### src/rtl/mux_rr_arb_pkg.sv
// Shared widths and FSM state type for the round-robin 8:1 mux arbiter.
// Imported by the arbiter top and its pick sub-module.
package mux_rr_arb_pkg;
  localparam int NUM_REQ = 8;
  localparam int SEL_W   = 3;
  localparam int CNT_W   = 4;

  typedef enum logic {
    IDLE = 1'b0,
    BUSY = 1'b1
  } state_t;
endpackage

### src/rtl/rr_pick8.sv
// Round-robin pick: first set request scanning ptr, ptr+1, ... modulo 8.
// Purely combinational, zero latency, no flow control.
module rr_pick8
  import mux_rr_arb_pkg::*;
(
  input  logic [NUM_REQ-1:0] req,
  input  logic [SEL_W-1:0]   ptr,
  output logic [SEL_W-1:0]   idx,
  output logic               found
);

  // Walk the offsets from farthest to nearest so the nearest hit wins.
  always_comb begin
    found = 1'b0;
    idx   = '0;
    for (int k = NUM_REQ - 1; k >= 0; k--) begin
      if (req[ptr + SEL_W'(k)]) begin
        found = 1'b1;
        idx   = ptr + SEL_W'(k);
      end
    end
  end

endmodule

### src/rtl/mux_rr_arb_8to1.sv
// Round-robin owner of a 1-bit 8:1 mux; streams the holder's bit for up to MAX_BURST beats.
// One cycle request-to-valid, zero-bubble handover; out_rdy=0 freezes the holder indefinitely.
module mux_rr_arb_8to1
  import mux_rr_arb_pkg::*;
#(
  parameter int unsigned MAX_BURST = 4
) (
  input  logic               clk,
  input  logic               reset,
  input  logic [NUM_REQ-1:0] req,
  input  logic [NUM_REQ-1:0] data,
  output logic [SEL_W-1:0]   sel,
  output logic               out_val,
  input  logic               out_rdy,
  output logic               out,
  output logic [NUM_REQ-1:0] gnt
);

  state_t             state;
  logic [SEL_W-1:0]   sel_r;
  logic [SEL_W-1:0]   ptr;
  logic [CNT_W-1:0]   cnt;

  logic [SEL_W-1:0]   sel_next;
  logic [SEL_W-1:0]   idle_idx;
  logic               idle_found;
  logic [SEL_W-1:0]   rel_idx;
  logic               rel_found;
  logic               data_bit;
  logic               holder_req;
  logic               xfer;
  logic               last_beat;
  logic               release_now;

  assign sel_next = sel_r + SEL_W'(1);

  rr_pick8 u_pick_idle (
    .req   (req),
    .ptr   (ptr),
    .idx   (idle_idx),
    .found (idle_found)
  );

  // Release pick starts just past the holder, so a withdrawn holder is scanned last and skipped.
  rr_pick8 u_pick_release (
    .req   (req),
    .ptr   (sel_next),
    .idx   (rel_idx),
    .found (rel_found)
  );

  always_comb begin
    data_bit = 1'b0;
    case (sel_r)
      3'd0: data_bit = data[0];
      3'd1: data_bit = data[1];
      3'd2: data_bit = data[2];
      3'd3: data_bit = data[3];
      3'd4: data_bit = data[4];
      3'd5: data_bit = data[5];
      3'd6: data_bit = data[6];
      3'd7: data_bit = data[7];
      default: data_bit = 1'b0;
    endcase
  end

  assign holder_req  = req[sel_r];
  assign out_val     = (state == BUSY) && holder_req;
  assign out         = out_val && data_bit;
  assign xfer        = out_val && out_rdy;
  assign gnt         = xfer ? (NUM_REQ'(1) << sel_r) : '0;
  assign sel         = sel_r;
  assign last_beat   = (cnt == CNT_W'(MAX_BURST - 1));
  assign release_now = (state == BUSY) && (!holder_req || (xfer && last_beat));

  always_ff @(posedge clk or posedge reset) begin
    if (reset) begin
      state <= IDLE;
      sel_r <= '0;
      ptr   <= '0;
      cnt   <= '0;
    end else if (state == IDLE) begin
      if (idle_found) begin
        state <= BUSY;
        sel_r <= idle_idx;
        cnt   <= '0;
      end
    end else if (release_now) begin
      ptr <= sel_next;
      cnt <= '0;
      if (rel_found) begin
        sel_r <= rel_idx;
      end else begin
        state <= IDLE;
      end
    end else if (xfer) begin
      cnt <= cnt + CNT_W'(1);
    end
  end

endmodule

### config.mk
export PLATFORM = sky130hd
export DESIGN_NAME = mux_rr_arb_8to1
export DESIGN_NICKNAME = d
export VERILOG_FILES = /design/src/rtl/mux_rr_arb_pkg.sv /design/src/rtl/rr_pick8.sv /design/src/rtl/mux_rr_arb_8to1.sv
export SDC_FILE = /design/constraint.sdc
export NUM_CORES = 1
export LEC_CHECK = 0
export CORE_ASPECT_RATIO = 1.4
export CORE_MARGIN = 2
export CORE_UTILIZATION = 45
export CTS_BUF_LIST = sky130_fd_sc_hd__clkbuf_16
export CTS_CLUSTER_SIZE = 12
export DETAILED_ROUTE_END_ITERATION = 16
export HOLD_SLACK_MARGIN = 0.15
export PLACE_DENSITY = 0.72
export SLEW_MARGIN = 15
export SYNTH_ARGS = -nofsm -noshare
export SYNTH_HDL_FRONTEND = slang
export SYNTH_HIERARCHICAL = 1
export SYNTH_SLANG_ARGS = --single-unit
### constraint.sdc
create_clock -name clk -period 4.1 [get_ports clk]
set_input_delay 0.41 -clock clk [delete_from_list [all_inputs] [get_ports clk]]
set_output_delay 0.41 -clock clk [all_outputs]
set_load 0.02 [all_outputs]
After elaboration in Yosys (flattened, before gate mapping)
Index checks and enable logic that the tools add are counted.

$add $sub $neg: 16. $lt $le $gt $ge: 17. Equality and inequality tests: 11. Shifts and indexed selects: 1. Multiplexer cells: 80. Reductions and logical operators: 12.

Operator list (count): 3-bit by 4-bit less-than comparator with 1-bit output, second input constant (17); 3-bit 2-to-1 mux (20); 1-bit binary-select mux with 3-bit select (17); 1-bit 2-to-1 mux (37); 3-bit adder, second input constant (8); 4-bit 2-to-1 mux (4); 3-bit by 2-bit adder with 3-bit output, second input constant (4); 3-bit == test, second input constant (4); 3-bit by 1-bit adder with 3-bit output, second input constant (3); 8-bit 2-to-1 mux (1); 1-bit one-hot mux with 8 select lines (1); 1-bit by 3-bit left shift with 8-bit output, first input constant (1); 3-bit by 2-bit == test with 1-bit output, second input constant (2); 1-bit logical AND (5); 4-bit by 1-bit adder with 4-bit output, second input constant (1); 4-bit by 2-bit == test with 1-bit output, second input constant (1); 2-bit by 1-bit != test with 1-bit output, second input constant (2); 2-bit AND reduction (2); 3-bit by 1-bit == test with 1-bit output, second input constant (1); 3-bit zero test (1); 3-bit by 1-bit != test with 1-bit output, second input constant (1); 3-bit AND reduction (1); 2-bit nonzero test (1); 1-bit zero test (1); 1-bit logical OR (1).

Register bits: 11. Output and inout bits: 13. Logic and storage cells: 141.

Longest topological paths before layout
Depth in word-level cells: 15. Mapped depth: 16. Depth with buffers taken out: 12.

Cells and area by module
The synthesis kept the hierarchy.

By module, submodules not included: rr_pick8 (times used 2, cells each 90, area an instance 782.0 µm²); mux_rr_arb_8to1 (times used 1, cells each 98, area an instance 909.6 µm²).

Least setup slack after synthesis
Ideal clock, no wire load.

Path type: reg2reg. Start point: register sel_r[0] (netlist: sel[0]). End point: register sel_r[0] (netlist: sel[0]). Library setup time: 133 ps. Data arrival time: 3557 ps. Data required time: 3967 ps. Setup slack: 410 ps. Cell stages (with the launch flop): 17. Path buffers: 4. Clock period less this slack: 3690 ps. Path through: dfrtp_1 -> buf_6 -> inv_1 -> ha_1 -> buf_4 -> buf_4 -> inv_1 -> ha_1 -> clkbuf_1 -> mux4_2 -> mux2_4 -> o21ai_2 -> a31oi_1 -> o21bai_1 -> mux2_1 -> nor2_1 -> a211oi_1.

Longest elaborated chain between the ends: 15. Elaborated cells between the ends (all ways): 54. Classes of those cells: 8 x add/sub; 2 x eq/ne; 37 x mux; 7 x reduce/logical.

RTL lines: start: declaration (RTL line mux_rr_arb_8to1.sv:20) `logic [SEL_W-1:0] sel_r;`; start signal: assignment (RTL line mux_rr_arb_8to1.sv:85) `sel_r <= idle_idx;`; start signal: assignment (RTL line mux_rr_arb_8to1.sv:92) `sel_r <= rel_idx;`; 3-bit by 1-bit adder with 3-bit output (*) (RTL line mux_rr_arb_8to1.sv:35) `assign sel_next = sel_r + SEL_W'(1);`; via sel_next[0] (RTL line mux_rr_arb_8to1.sv:24) `logic [SEL_W-1:0] sel_next;`; 3-bit adder (RTL line rr_pick8.sv:17, rr_pick8.sv:19); 1-bit binary-select mux with 3-bit select (RTL line rr_pick8.sv:17) `if (req[ptr + SEL_W'(k)]) begin`; 1-bit 2-to-1 mux (not written as such) (RTL line rr_pick8.sv:17); 3-bit 2-to-1 mux (7 in a row) (RTL line rr_pick8.sv:17); 3-bit 2-to-1 mux (*) (RTL line rr_pick8.sv:17); via rel_idx[0] (RTL line mux_rr_arb_8to1.sv:27) `logic [SEL_W-1:0] rel_idx;`; 3-bit 2-to-1 mux (*) (RTL line mux_rr_arb_8to1.sv:91) `if (rel_found) begin`; 3-bit 2-to-1 mux (*) (RTL line mux_rr_arb_8to1.sv:88) `end else if (release_now) begin`; 3-bit 2-to-1 mux (*) (RTL line mux_rr_arb_8to1.sv:82) `end else if (state == IDLE) begin`.

Mark *: on every way through the listed nets, which the timed path passes. The rest lies on a longest branch. The select of a mux whose other input is x is not followed. A chain may end at the register's enable or synchronous reset.

Worst setup path after layout
Start point: register ptr[0]. End point: register sel_r[1] (netlist: sel[1]).

Longest elaborated chain between the ends: 13. Elaborated cells between the ends (all ways): 43. Classes of those cells: 7 x add/sub; 34 x mux; 2 x reduce/logical.

RTL lines: start: declaration (RTL line mux_rr_arb_8to1.sv:21) `logic [SEL_W-1:0] ptr;`; start signal: assignment (RTL line mux_rr_arb_8to1.sv:89) `ptr <= sel_next;`; 3-bit adder (RTL line rr_pick8.sv:17); 1-bit binary-select mux with 3-bit select (RTL line rr_pick8.sv:17); 1-bit 2-to-1 mux (not written as such) (RTL line rr_pick8.sv:17); 1-bit 2-to-1 mux (7 in a row) (RTL line rr_pick8.sv:17); 1-bit 2-to-1 mux (*) (RTL line rr_pick8.sv:17); via idle_found (RTL line mux_rr_arb_8to1.sv:26) `logic idle_found;`; 2-bit nonzero test (no source line) (*); 3-bit AND reduction (no source line) (*).

Marked as above.

==> out/metrics.cfg <==
[sta]
timing.fmax_mhz=290
rsz0062_at_grt=no
slew_viol_final=0
timing.final.crit_share=0.842
slew_headroom=0.518
hold_viol=0
final-setup-viol-count=0
fin_skew_ns=0.00103
post-route-min-period_ns=3.45
setup_ws_ns=0.646
tns_ns=0
worst_pin_slew_ns=0.724

[grt]
track_usage=0.222
antenna_found_initial=0
overflow=0
grt_start_max_net_pins=23
grt_pass1_vias=2242
grt_pass1_wl_mm=10.7

[die]
dieArea_um2=6110
die_w_um=66.7
rows=31
ios=32
die_h_um=91.7
coreArea_um2=5240
initial_core_util=0.472

[clocking]
numCtsBuffers=3
cts-root-buf=clkbuf_16
postCtsSetupBuffers=0
path_clk_slew_ns=0.04
post_cts_resize_count=0
cts_hold_buf=0
clock_sinks=11
h-tree-depth=1
cts_tree=yes
clock_latency_ns=0.24
clock_path_buffers=2

[worst_setup_path]
cp_num_buf_inv=1
worstSetupEndpointType=flip-flop
worstSetupPathType=reg2reg
crit_slowest_cell=dfrtp_1
critical_path_arrival_ns=3.56
r2r-end=sel[1]$_DFFE_PP0P_
rr_worst_depth=9
cp_common_cell=nor2_1
timing.rr.start=ptr[0]$_DFFE_PP0P_
crit_path_start_kind=flip-flop
required_ns=4.21
cp_top_family=simple AND/OR/NAND/NOR gates
max_stage_delay_ns=0.74
crit_fanout=15
cp_cell_sequence=inv_1 -> ha_1 -> mux4_1 -> nor4_1 -> nand4_1 -> nor2_1 -> nor2_1 -> o22ai_1 -> a211oi_1
r2r_setup_slack_ns=0.65

[yosys]
yosysWarnings=6
synth-edff-count=0
synthSimpleGateAreaFrac=0.189
synthXorXnorAreaFrac=0.0212
synthMuxAreaShare=0.323
synth_ff_type=dfrtp_1
ys_types=55
netlist_area_um2=2470
yosysSeqAreaShare=0.111
synth_adder_area_share=0.0556
synth_top_family_by_area=multiplexers
synth_fp_nets=308
synth-compound-area-share=0.228
async_flop_share=1.00
syn_inst=278
ys_ff_latch=11
syn_area_per_cell_um2=8.90

[placement]
pre_cts_ws_ns=0.677
dp_hpwl_mm=4.96
placed_cell_area_um2=2780
port_buffers=31
gp_congestion=0.944

[layout]
antenna_cells=0
drive_gt1_frac=0.136
nets=332
fin_area_um2=2860
synthToLayoutAreaGrowth_pct=15.6
final_util=0.546

[route]
wl_per_cell_um=18.1
drt-initial-drc-count=349
route.detailed.drc=0
ant_nets=0
drt_first_pass_iters=5
vias=2411
via_per_inst=6.57
route.final.wire_length_mm=6.63

[status]
status=finished clean

[worst_hold_path]
min_path_type=in2async

[flow_run]
drv_cap=0

metal layers:
metal  wire [um]  vias up  share of wire  GRT usage
met5           0        -              0          0
met4         104        0          0.016     0.0646
met3         395        8          0.060     0.0184
met2        3420      117           0.52      0.397
met1        2710     1146           0.41      0.278
li1            -     1140              -          -
flip-flops by register name, indices dropped and copies added (netlist names):
signal  flops
sel         3
state       1
cnt         4
ptr         3
cell usage after synthesis, drive strengths merged, types with 5 or more instances:
cell	instances	area [um^2]
dfrtp	11	275
and2	5	32.5
o22ai	8	50.1
o21ai	10	57.6
nor2b	7	43.8
mux4	20	488
nor4b	6	52.6
a21oi	17	85.1
nor2	19	71.3
nand2	23	86.3
nor3	8	40.0
a211oi	5	37.5
mux2i	12	120
buf	11	95.1
inv	18	67.6
mux2	16	191
ha	11	138
a31oi	6	37.5
and3	9	63.8
cell families (layout without fill, tap and decap cells):
group / count (synthesis) / in the layout
flip-flops: 11 / 11
AO/OA/AOI/OAI: 80 / 80
XOR/XNOR: 6 / 6
multiplexers: 48 / 48
adder cells (fa/ha/maj): 11 / 11
AND/OR/NAND/NOR: 89 / 89
buffers and inverters: 33 / 56
cell usage in the layout, fill, tap and decap left out, types with 4 or more instances in the layout:
cell             count
nand2b_1             4
dfrtp_1             11
clkdlybuf4s50_1     31
a22oi_1              4
nor3_1               8
a31oi_1              6
inv_1               18
xor2_1               4
nor2b_1              7
nand2_1             23
mux4_2              10
mux2_2              11
ha_1                11
nor4b_1              6
a21oi_1             17
and2_1               4
mux4_1              10
o22ai_1              8
mux2i_1             12
nor2_1              19
and3_1               6
a211oi_1             5
o21ai_0              5
through the flow:
stage / std cells / hold slack [ns]
after floorplan: 278 / 0.262
after global placement: 363 / 0.518
after detailed placement: 363 / 0.527
after CTS: 367 / 0.506
after global routing: 367 / 0.544
final: 367 / 0.490
worst max-delay path by stage:
stage	to	startpoint	depth (start not counted)	slack, ns
after floorplan	sel[0]$_DFFE_PP0P_	sel[0]$_DFFE_PP0P_	16	0.41
after global placement	sel[1]$_DFFE_PP0P_	sel[2]$_DFFE_PP0P_	11	0.68
after detailed placement	sel[0]$_DFFE_PP0P_	sel[2]$_DFFE_PP0P_	11	0.68
after CTS	sel[1]$_DFFE_PP0P_	ptr[0]$_DFFE_PP0P_	9	0.64
after global routing	sel[1]$_DFFE_PP0P_	sel[2]$_DFFE_PP0P_	11	0.42
final	sel[1]$_DFFE_PP0P_	ptr[0]$_DFFE_PP0P_	9	0.65
cell type report:
class / instances / area (um^2)
clock inverter: 1 / 5.00
timing repair buffer: 34 / 333
sequential: 11 / 275
fill: 480 / 2380
multi-input combinational: 234 / 2020
tap: 66 / 82.6
inverter: 18 / 67.6
clock buffer: 3 / 75.1
worst register-to-register path: cells and delay by family (launching register included):
kind                     cells  cell delay (ns)
flip-flops                   1             0.74
AO/OA/AOI/OAI                2             0.24
buffers and inverters        1             0.18
multiplexers                 1             0.47
AND/OR/NAND/NOR              4             1.19
adder cells (fa/ha/maj)      1             0.50
Power is left out: the tool's default activity adds up to more than one toggle a clock period on the data nets, which glitch-free logic cannot reach.
